## src/rtl/adam_mmap_decoder_if.sv

```systemverilog
// Request/response handshake bundle for adam_mmap_decoder.
// master = address source / response sink, slave = the decoder.
interface adam_mmap_decoder_if #(
  parameter int ADDR_WIDTH = 32,
  parameter int REGION_W   = 3,
  parameter int SLOT_W     = 4
);
  logic [ADDR_WIDTH-1:0] req_addr;
  logic                  req_valid;
  logic                  req_ready;
  logic [REGION_W-1:0]   rsp_region;
  logic [SLOT_W-1:0]     rsp_slot;
  logic                  rsp_hit;
  logic                  rsp_valid;
  logic                  rsp_ready;

  modport master (
    output req_addr, req_valid, rsp_ready,
    input  req_ready, rsp_region, rsp_slot, rsp_hit, rsp_valid
  );

  modport slave (
    input  req_addr, req_valid, rsp_ready,
    output req_ready, rsp_region, rsp_slot, rsp_hit, rsp_valid
  );
endinterface

```

## src/rtl/adam_mmap_decoder.sv

```systemverilog
// Runtime-programmable address-map decoder: 2-stage pipeline, lockable table.
// Optional sticky miss log enabled by defining ADAM_MMAP_MISS_LOG_EN.
module adam_mmap_decoder #(
  parameter int ADDR_WIDTH = 32,
  parameter int NO_REGIONS = 8,
  parameter int MAX_SLOTS  = 16,
  parameter logic [NO_REGIONS*ADDR_WIDTH-1:0] RST_START = '0,
  parameter logic [NO_REGIONS*ADDR_WIDTH-1:0] RST_END   = '0,
  parameter logic [NO_REGIONS*5-1:0]          RST_SHIFT = '0,
  parameter logic [NO_REGIONS-1:0]            RST_SPLIT = '0,
  parameter int REGION_W = (NO_REGIONS > 1) ? $clog2(NO_REGIONS) : 1,
  parameter int SLOT_W   = (MAX_SLOTS  > 1) ? $clog2(MAX_SLOTS)  : 1
) (
  input  logic                  clk,
  input  logic                  rst,
  adam_mmap_decoder_if.slave    bus,
  input  logic                  cfg_we,
  input  logic [REGION_W-1:0]   cfg_idx,
  input  logic [1:0]            cfg_sel,
  input  logic [ADDR_WIDTH-1:0] cfg_wdata,
  input  logic                  cfg_lock,
  output logic                  locked,
  output logic                  cfg_err,
  output logic                  miss_flag,
  output logic [ADDR_WIDTH-1:0] miss_addr
);

  logic [NO_REGIONS-1:0][ADDR_WIDTH-1:0] start_q, start_d, end_q, end_d;
  logic [NO_REGIONS-1:0][4:0]            shift_q, shift_d;
  logic [NO_REGIONS-1:0]                 split_q, split_d;
  logic locked_q, locked_d, cfg_err_q, cfg_err_d;
  logic tbl_wr;

  logic                                  s1_valid_q, s1_valid_d;
  logic [NO_REGIONS-1:0]                 s1_match_q, s1_match_d;
  logic [NO_REGIONS-1:0][ADDR_WIDTH-1:0] s1_off_q, s1_off_d;
  logic [NO_REGIONS-1:0][4:0]            s1_shift_q, s1_shift_d;
  logic [NO_REGIONS-1:0]                 s1_split_q, s1_split_d;

  logic                rsp_valid_q, rsp_valid_d, rsp_hit_q, rsp_hit_d;
  logic [REGION_W-1:0] rsp_region_q, rsp_region_d;
  logic [SLOT_W-1:0]   rsp_slot_q, rsp_slot_d;

  logic                  s1_adv, req_rdy;
  logic                  sel_hit, sel_split, s2_hit;
  logic [REGION_W-1:0]   sel_idx;
  logic [ADDR_WIDTH-1:0] sel_off, slot_full;
  logic [4:0]            sel_shift;

  // Table writes; a write issued together with cfg_lock still lands.
  always_comb begin
    start_d   = start_q;
    end_d     = end_q;
    shift_d   = shift_q;
    split_d   = split_q;
    cfg_err_d = 1'b0;
    locked_d  = locked_q || cfg_lock;
    tbl_wr    = cfg_we && (cfg_sel != 2'd3);
    if (tbl_wr) begin
      if (locked_q || (int'(cfg_idx) >= NO_REGIONS)) begin
        cfg_err_d = 1'b1;
      end else begin
        case (cfg_sel)
          2'd0:    start_d[cfg_idx] = cfg_wdata;
          2'd1:    end_d[cfg_idx]   = cfg_wdata;
          default: begin
            split_d[cfg_idx] = cfg_wdata[5];
            shift_d[cfg_idx] = cfg_wdata[4:0];
          end
        endcase
      end
    end
  end

  // S1: per-entry compare; shift/split are captured so later writes can't alter in-flight decode.
  always_comb begin
    s1_adv     = !rsp_valid_q || bus.rsp_ready;
    req_rdy    = !s1_valid_q || s1_adv;
    s1_valid_d = s1_valid_q;
    s1_match_d = s1_match_q;
    s1_off_d   = s1_off_q;
    s1_shift_d = s1_shift_q;
    s1_split_d = s1_split_q;
    if (req_rdy) begin
      s1_valid_d = bus.req_valid;
      s1_shift_d = shift_q;
      s1_split_d = split_q;
      for (int i = 0; i < NO_REGIONS; i++) begin
        s1_match_d[i] = bus.req_valid && (start_q[i] < end_q[i]) &&
                        (bus.req_addr >= start_q[i]) &&
                        ((bus.req_addr < end_q[i]) || (&end_q[i]));
        s1_off_d[i]   = bus.req_addr - start_q[i];
      end
    end
  end

  // S2: lowest index wins, so scan downwards and let later hits overwrite.
  always_comb begin
    sel_hit   = 1'b0;
    sel_idx   = '0;
    sel_off   = '0;
    sel_shift = '0;
    sel_split = 1'b0;
    for (int i = NO_REGIONS-1; i >= 0; i--) begin
      if (s1_match_q[i]) begin
        sel_hit   = 1'b1;
        sel_idx   = REGION_W'(i);
        sel_off   = s1_off_q[i];
        sel_shift = s1_shift_q[i];
        sel_split = s1_split_q[i];
      end
    end
    slot_full = sel_split ? (sel_off >> sel_shift) : '0;
    s2_hit    = s1_valid_q && sel_hit && (slot_full < ADDR_WIDTH'(MAX_SLOTS));

    rsp_valid_d  = rsp_valid_q;
    rsp_hit_d    = rsp_hit_q;
    rsp_region_d = rsp_region_q;
    rsp_slot_d   = rsp_slot_q;
    if (s1_adv) begin
      rsp_valid_d  = s1_valid_q;
      rsp_hit_d    = s2_hit;
      rsp_region_d = s2_hit ? sel_idx : '0;
      rsp_slot_d   = s2_hit ? slot_full[SLOT_W-1:0] : '0;
    end
  end

  always_ff @(posedge clk) begin
    if (rst) begin
      start_q      <= RST_START;
      end_q        <= RST_END;
      shift_q      <= RST_SHIFT;
      split_q      <= RST_SPLIT;
      locked_q     <= 1'b0;
      cfg_err_q    <= 1'b0;
      s1_valid_q   <= 1'b0;
      s1_match_q   <= '0;
      s1_off_q     <= '0;
      s1_shift_q   <= '0;
      s1_split_q   <= '0;
      rsp_valid_q  <= 1'b0;
      rsp_hit_q    <= 1'b0;
      rsp_region_q <= '0;
      rsp_slot_q   <= '0;
    end else begin
      start_q      <= start_d;
      end_q        <= end_d;
      shift_q      <= shift_d;
      split_q      <= split_d;
      locked_q     <= locked_d;
      cfg_err_q    <= cfg_err_d;
      s1_valid_q   <= s1_valid_d;
      s1_match_q   <= s1_match_d;
      s1_off_q     <= s1_off_d;
      s1_shift_q   <= s1_shift_d;
      s1_split_q   <= s1_split_d;
      rsp_valid_q  <= rsp_valid_d;
      rsp_hit_q    <= rsp_hit_d;
      rsp_region_q <= rsp_region_d;
      rsp_slot_q   <= rsp_slot_d;
    end
  end

  assign bus.req_ready  = req_rdy;
  assign bus.rsp_valid  = rsp_valid_q;
  assign bus.rsp_hit    = rsp_hit_q;
  assign bus.rsp_region = rsp_region_q;
  assign bus.rsp_slot   = rsp_slot_q;
  assign locked         = locked_q;
  assign cfg_err        = cfg_err_q;

`ifdef ADAM_MMAP_MISS_LOG_EN
  logic [ADDR_WIDTH-1:0] s1_addr_q, s1_addr_d, rsp_addr_q, rsp_addr_d;
  logic [ADDR_WIDTH-1:0] miss_addr_q, miss_addr_d;
  logic                  miss_flag_q, miss_flag_d;

  // Clear applies first so a miss in the same cycle is still captured.
  always_comb begin
    s1_addr_d   = req_rdy ? bus.req_addr : s1_addr_q;
    rsp_addr_d  = s1_adv ? s1_addr_q : rsp_addr_q;
    miss_flag_d = miss_flag_q;
    miss_addr_d = miss_addr_q;
    if (cfg_we && (cfg_sel == 2'd3)) begin
      miss_flag_d = 1'b0;
      miss_addr_d = '0;
    end
    if (rsp_valid_q && bus.rsp_ready && !rsp_hit_q && !miss_flag_d) begin
      miss_flag_d = 1'b1;
      miss_addr_d = rsp_addr_q;
    end
  end

  always_ff @(posedge clk) begin
    if (rst) begin
      s1_addr_q   <= '0;
      rsp_addr_q  <= '0;
      miss_flag_q <= 1'b0;
      miss_addr_q <= '0;
    end else begin
      s1_addr_q   <= s1_addr_d;
      rsp_addr_q  <= rsp_addr_d;
      miss_flag_q <= miss_flag_d;
      miss_addr_q <= miss_addr_d;
    end
  end

  assign miss_flag = miss_flag_q;
  assign miss_addr = miss_addr_q;
`else
  assign miss_flag = 1'b0;
  assign miss_addr = '0;
`endif

endmodule

```

## src/flat_wrapper.sv

```systemverilog
// flat-port wrapper written by rule: the top's interface ports become plain ports
module adam_mmap_decoder_flat 
#(
  parameter int ADDR_WIDTH = 32,
  parameter int NO_REGIONS = 8,
  parameter int MAX_SLOTS  = 16,
  parameter logic [NO_REGIONS*ADDR_WIDTH-1:0] RST_START = '0,
  parameter logic [NO_REGIONS*ADDR_WIDTH-1:0] RST_END   = '0,
  parameter logic [NO_REGIONS*5-1:0]          RST_SHIFT = '0,
  parameter logic [NO_REGIONS-1:0]            RST_SPLIT = '0,
  parameter int REGION_W = (NO_REGIONS > 1) ? $clog2(NO_REGIONS) : 1,
  parameter int SLOT_W   = (MAX_SLOTS  > 1) ? $clog2(MAX_SLOTS)  : 1
)
  (clk, rst, cfg_we, cfg_idx, cfg_sel, cfg_wdata, cfg_lock, locked, cfg_err, miss_flag, miss_addr, bus_req_addr, bus_req_valid, bus_rsp_ready, bus_req_ready, bus_rsp_region, bus_rsp_slot, bus_rsp_hit, bus_rsp_valid);
  adam_mmap_decoder_if #(.ADDR_WIDTH(ADDR_WIDTH), .REGION_W(REGION_W), .SLOT_W(SLOT_W)) bus_i ();
  input  logic clk;
  input  logic rst;
  input  logic cfg_we;
  input  logic [REGION_W-1:0] cfg_idx;
  input  logic [1:0] cfg_sel;
  input  logic [ADDR_WIDTH-1:0] cfg_wdata;
  input  logic cfg_lock;
  output logic locked;
  output logic cfg_err;
  output logic miss_flag;
  output logic [ADDR_WIDTH-1:0] miss_addr;
  input wire logic [$bits(bus_i.req_addr)-1:0] bus_req_addr;
  input wire logic [$bits(bus_i.req_valid)-1:0] bus_req_valid;
  input wire logic [$bits(bus_i.rsp_ready)-1:0] bus_rsp_ready;
  output wire logic [$bits(bus_i.req_ready)-1:0] bus_req_ready;
  output wire logic [$bits(bus_i.rsp_region)-1:0] bus_rsp_region;
  output wire logic [$bits(bus_i.rsp_slot)-1:0] bus_rsp_slot;
  output wire logic [$bits(bus_i.rsp_hit)-1:0] bus_rsp_hit;
  output wire logic [$bits(bus_i.rsp_valid)-1:0] bus_rsp_valid;
  assign bus_i.req_addr = bus_req_addr;
  assign bus_i.req_valid = bus_req_valid;
  assign bus_i.rsp_ready = bus_rsp_ready;
  assign bus_req_ready = bus_i.req_ready;
  assign bus_rsp_region = bus_i.rsp_region;
  assign bus_rsp_slot = bus_i.rsp_slot;
  assign bus_rsp_hit = bus_i.rsp_hit;
  assign bus_rsp_valid = bus_i.rsp_valid;
  adam_mmap_decoder #(.ADDR_WIDTH(ADDR_WIDTH), .NO_REGIONS(NO_REGIONS), .MAX_SLOTS(MAX_SLOTS), .RST_START(RST_START), .RST_END(RST_END), .RST_SHIFT(RST_SHIFT), .RST_SPLIT(RST_SPLIT), .REGION_W(REGION_W), .SLOT_W(SLOT_W)) u_core (.clk(clk), .rst(rst), .bus(bus_i), .cfg_we(cfg_we), .cfg_idx(cfg_idx), .cfg_sel(cfg_sel), .cfg_wdata(cfg_wdata), .cfg_lock(cfg_lock), .locked(locked), .cfg_err(cfg_err), .miss_flag(miss_flag), .miss_addr(miss_addr));
endmodule
```

## config.mk

```make
export PLATFORM = sky130hd
export DESIGN_NAME = adam_mmap_decoder_flat
export DESIGN_NICKNAME = d
export VERILOG_FILES = /design/src/rtl/adam_mmap_decoder_if.sv /design/src/rtl/adam_mmap_decoder.sv /design/src/flat_wrapper.sv
export SDC_FILE = /design/constraint.sdc
export NUM_CORES = 2
export LEC_CHECK = 0
export CORE_ASPECT_RATIO = 1.25
export CORE_MARGIN = 5
export CORE_UTILIZATION = 55
export CTS_BUF_LIST = sky130_fd_sc_hd__clkbuf_2
export CTS_CLUSTER_SIZE = 30
export DETAILED_ROUTE_END_ITERATION = 10
export GPL_TIMING_DRIVEN = 0
export HOLD_SLACK_MARGIN = 0.12
export PLACE_DENSITY = 0.72
export SLEW_MARGIN = 30
export SYNTH_ARGS = -nofsm -noshare
export SYNTH_HDL_FRONTEND = slang
export SYNTH_SLANG_ARGS = --single-unit
```

## constraint.sdc

```tcl
create_clock -name clk -period 5.6 [get_ports clk]
set_input_delay 1.12 -clock clk [delete_from_list [all_inputs] [get_ports clk]]
set_output_delay 1.12 -clock clk [all_outputs]
set_load 0.03 [all_outputs]
```

==> results.py <==
metrics = {
    "worst_setup_path": {
        "cp-end-kind": "output pin",
        "cp_num_buf_inv": 5,
        "path_class": "reg2out",
        "cp_data_arrival_time_ps": 4370,
        "required_ps": 4480,
        "slowest_stage": "clkdlybuf4s50_1",
        "cp_max_fo": 17,
        "max_stage_delay_ps": 710,
        "critPathLaunchType": "flop",
        "crit_family": "buffers and inverters",
        "cp_cell_sequence": "nor2b_1 -> and2_1 -> clkbuf_2 -> buf_16 -> inv_4 -> buf_4 -> clkdlybuf4s50_1",
    },
    "sta": {
        "report.final.setup_viol": 0,
        "rsz0062_at_grt": "false",
        "slew_headroom_pct": 9.91,
        "hold_violations": 0,
        "fmax_mhz": 182,
        "setup_slack_ps": 108,
        "finalClockSkew_ps": 155,
        "fin_crit_sh_pct": 98.1,
        "slew_violations": 0,
        "worst_pin_slew_ps": 1350,
        "holdWs_ps": 228,
        "fin_crit_ps": 5490,
    },
    "synth": {
        "synthTopCellsByArea": "dfxtp_1 (30%), ha_1 (16%), nand2_1 (11%)",
        "synth_seq_cells": 884,
        "yosys_warnings": 0,
        "synth_edf_count": 0,
        "yosysTopAreaCellShare_pct": 29.8,
        "synthFlopType": "dfxtp_1",
        "ys_async_sr_fraction_pct": 0,
        "yosysUniqueCellTypes": 100,
        "yosysSeqAreaShare_pct": 29.8,
        "netlist_instances": 7873,
        "syn_area_per_cell_sq_um": 7.55,
        "yosys.area.top_type": "dfxtp_1",
        "netlist_area_sq_um": 59400,
    },
    "finish": {
        "drive_gt1_share_pct": 7.41,
        "layout_commonest_cell": "nand2_1",
        "area_growth_pct": 9.83,
        "utilization_pct": 60.9,
        "final_cell_mix": "nand2_1 (1675), a21oi_1 (1065), dfxtp_1 (884), ha_1 (752), inv_1 (557)",
        "layout.nets": 9105,
        "layoutNonFillerInstCount": 9861,
    },
    "global_route": {
        "grt_use_total_pct": 49.6,
        "grt-busiest-layer": "met2",
        "grtUsageMet2_pct": 72.6,
        "grt_pass1_wl_um": 410000,
        "grt_util_met1_pct": 54.7,
        "use_met3_pct": 15.7,
        "grt_pass1_vias": 59572,
        "antenna_found_initial": 16,
        "grt_overflow_total": 0,
        "grt_max_degree": 18,
    },
    "placement": {
        "dp_slack_ps": -835,
        "dpl.hpwl_um": 235000,
        "placed_cells": 9436,
        "globalplace.congestion": 1.14,
        "io_buffers": 59,
    },
    "cts": {
        "clockBufferDepth": 3,
        "cts_setup_buffers": 0,
        "h-tree-depth": 4,
        "clk_latency_ps": 1870,
        "cts.clk_slew.worst_paths_ps": 100,
        "cts-root-buf": "clkbuf_2",
        "cts_tree": "done",
        "cts_inserted_buffers": 224,
        "clock-sinks": 884,
    },
    "detailed_routing": {
        "wirelength_um": 299000,
        "via_per_inst": 6.47,
        "wl_per_cell_um": 30.4,
        "drt_iter0_drc": 8960,
        "num_vias": 63791,
        "dr.pass1.iters": 8,
        "drc": 0,
        "ant_nets": 0,
    },
    "floorplanning": {
        "die_w_um": 304,
        "std_cell_rows": 134,
        "fp.dieArea_sq_um": 115000,
        "core-area_sq_um": 107000,
        "pin_count": 120,
        "die_y_um": 378,
        "initial_utilization_pct": 55.5,
    },
    "power": {
        "sw_frac_of_total_pct": 36.6,
        "p_leak_nw": 25.2,
        "p_total_mw": 14.5,
        "power_switching_mw": 5.32,
        "p_clk_share_pct": 32.2,
        "p_seq_share_pct": 45.9,
        "comb_power_share_pct": 21.9,
        "peakVddDrop_mv": 0.247,
        "powerDensity_nw_per_um2": 222,
        "p_int_mw": 9.19,
    },
    "run_status": {
        "status": "finished, final reports clean",
    },
    "min_path": {
        "hold_class": "in2reg",
    },
    "job": {
        "maxCapViolations": 0,
    },
}
worst min-delay path, cell delays in order:
cell and delay (ps):
clkdlybuf4s50_1 620, mux2i_1 230, nor2_1 50
synthesized netlist by cell type (31+ instances only):
master    instances
a211oi_1         99
a21o_1          250
a21oi_1        1066
a221oi_1         39
a31oi_1          32
buf_4            44
clkbuf_1        361
dfxtp_1         884
ha_1            752
inv_1           557
mux2i_1          82
nand2_1        1675
nand2b_1         73
nand3_1         101
nand4_1         153
nor2_1          331
nor2b_1          84
nor3_1           77
nor4_1           31
o211ai_1         46
o21a_1           48
o21ai_0         285
o22ai_1          78
or3_1            33
xnor2_1         127
xor2_1           74
stage by stage:
stage / cell area [sq um] / setup TNS, ps
floorplan: 59600 / 0
global placement: 61900 / -97350
detailed placement: 62900 / -11070
CTS: 65200 / 0
global route: 65300 / 0
finish: 65300 / 0
final timing paths:
check,slack [ps],startpoint,to,cells after the start
max,110,u_core.bus.rsp_valid,bus_req_ready,7
min,230,cfg_wdata[1],u_core.shift_q[26],3
max reg2reg,420,u_core.s1_match_q[1],u_core.bus.rsp_region[0],12
min reg2reg,440,u_core.shift_q[10],u_core.s1_shift_q[10],2
logic make-up after synthesis:
family | synth area share [%]
XOR/XNOR | 2.96
AO/OA/AOI/OAI | 23.2
adder cells (fa/ha/maj) | 16.1
flip-flops | 29.8
multiplexers | 1.42
AND/OR/NAND/NOR | 19.7
other | 0.00631
buffers and inverters | 6.75
registers in the layout, summed over array words and instances, names as in the netlist, 4 cells and up:
name,count
u_core.s1_split_q,8
u_core.s1_shift_q,40
u_core.start_q,256
u_core.s1_off_q,256
u_core.bus.rsp_slot,4
u_core.s1_match_q,8
u_core.shift_q,40
u_core.split_q,8
u_core.end_q,256
final cells by class:
type | instances | area [sq um]
flip-flops and latches | 884 | 17700
diodes | 11 | 27.5
well taps | 1428 | 1790
plain buffers | 446 | 1970
fillers | 10148 | 41800
repair buffers | 140 | 1700
inverters | 559 | 2100
clock buffers | 300 | 1500
multi-input cells | 6015 | 38000
clock inverters | 78 | 469
metal layers:
layer / vias up / share of wire, %
met1: 29422 / 34
li1: 28398 / -
met2: 4457 / 40
met5: - / 0.0087
met4: 4 / 14
met3: 1510 / 12
power groups by stage:
| stage | clock (mW) | combinational (mW) | sequential, mW |
|---|---|---|---|
| after global placement | 0 | 2.87 | 6.78 |
| final | 4.67 | 3.18 | 6.66 |
| after detailed placement | 0 | 2.97 | 6.79 |
| after floorplan | 0 | 1.78 | 6.71 |
| after global routing | 4.89 | 3.29 | 6.67 |
| after CTS | 4.58 | 3.00 | 6.64 |
timing repair:
action	in CTS	in global routing
gates resized for setup	3	0
hold buffers	36	0
endpoints found under the hold margin	175	0
endpoints found under the setup margin	1	0
Power figures use the tool's default switching activity.
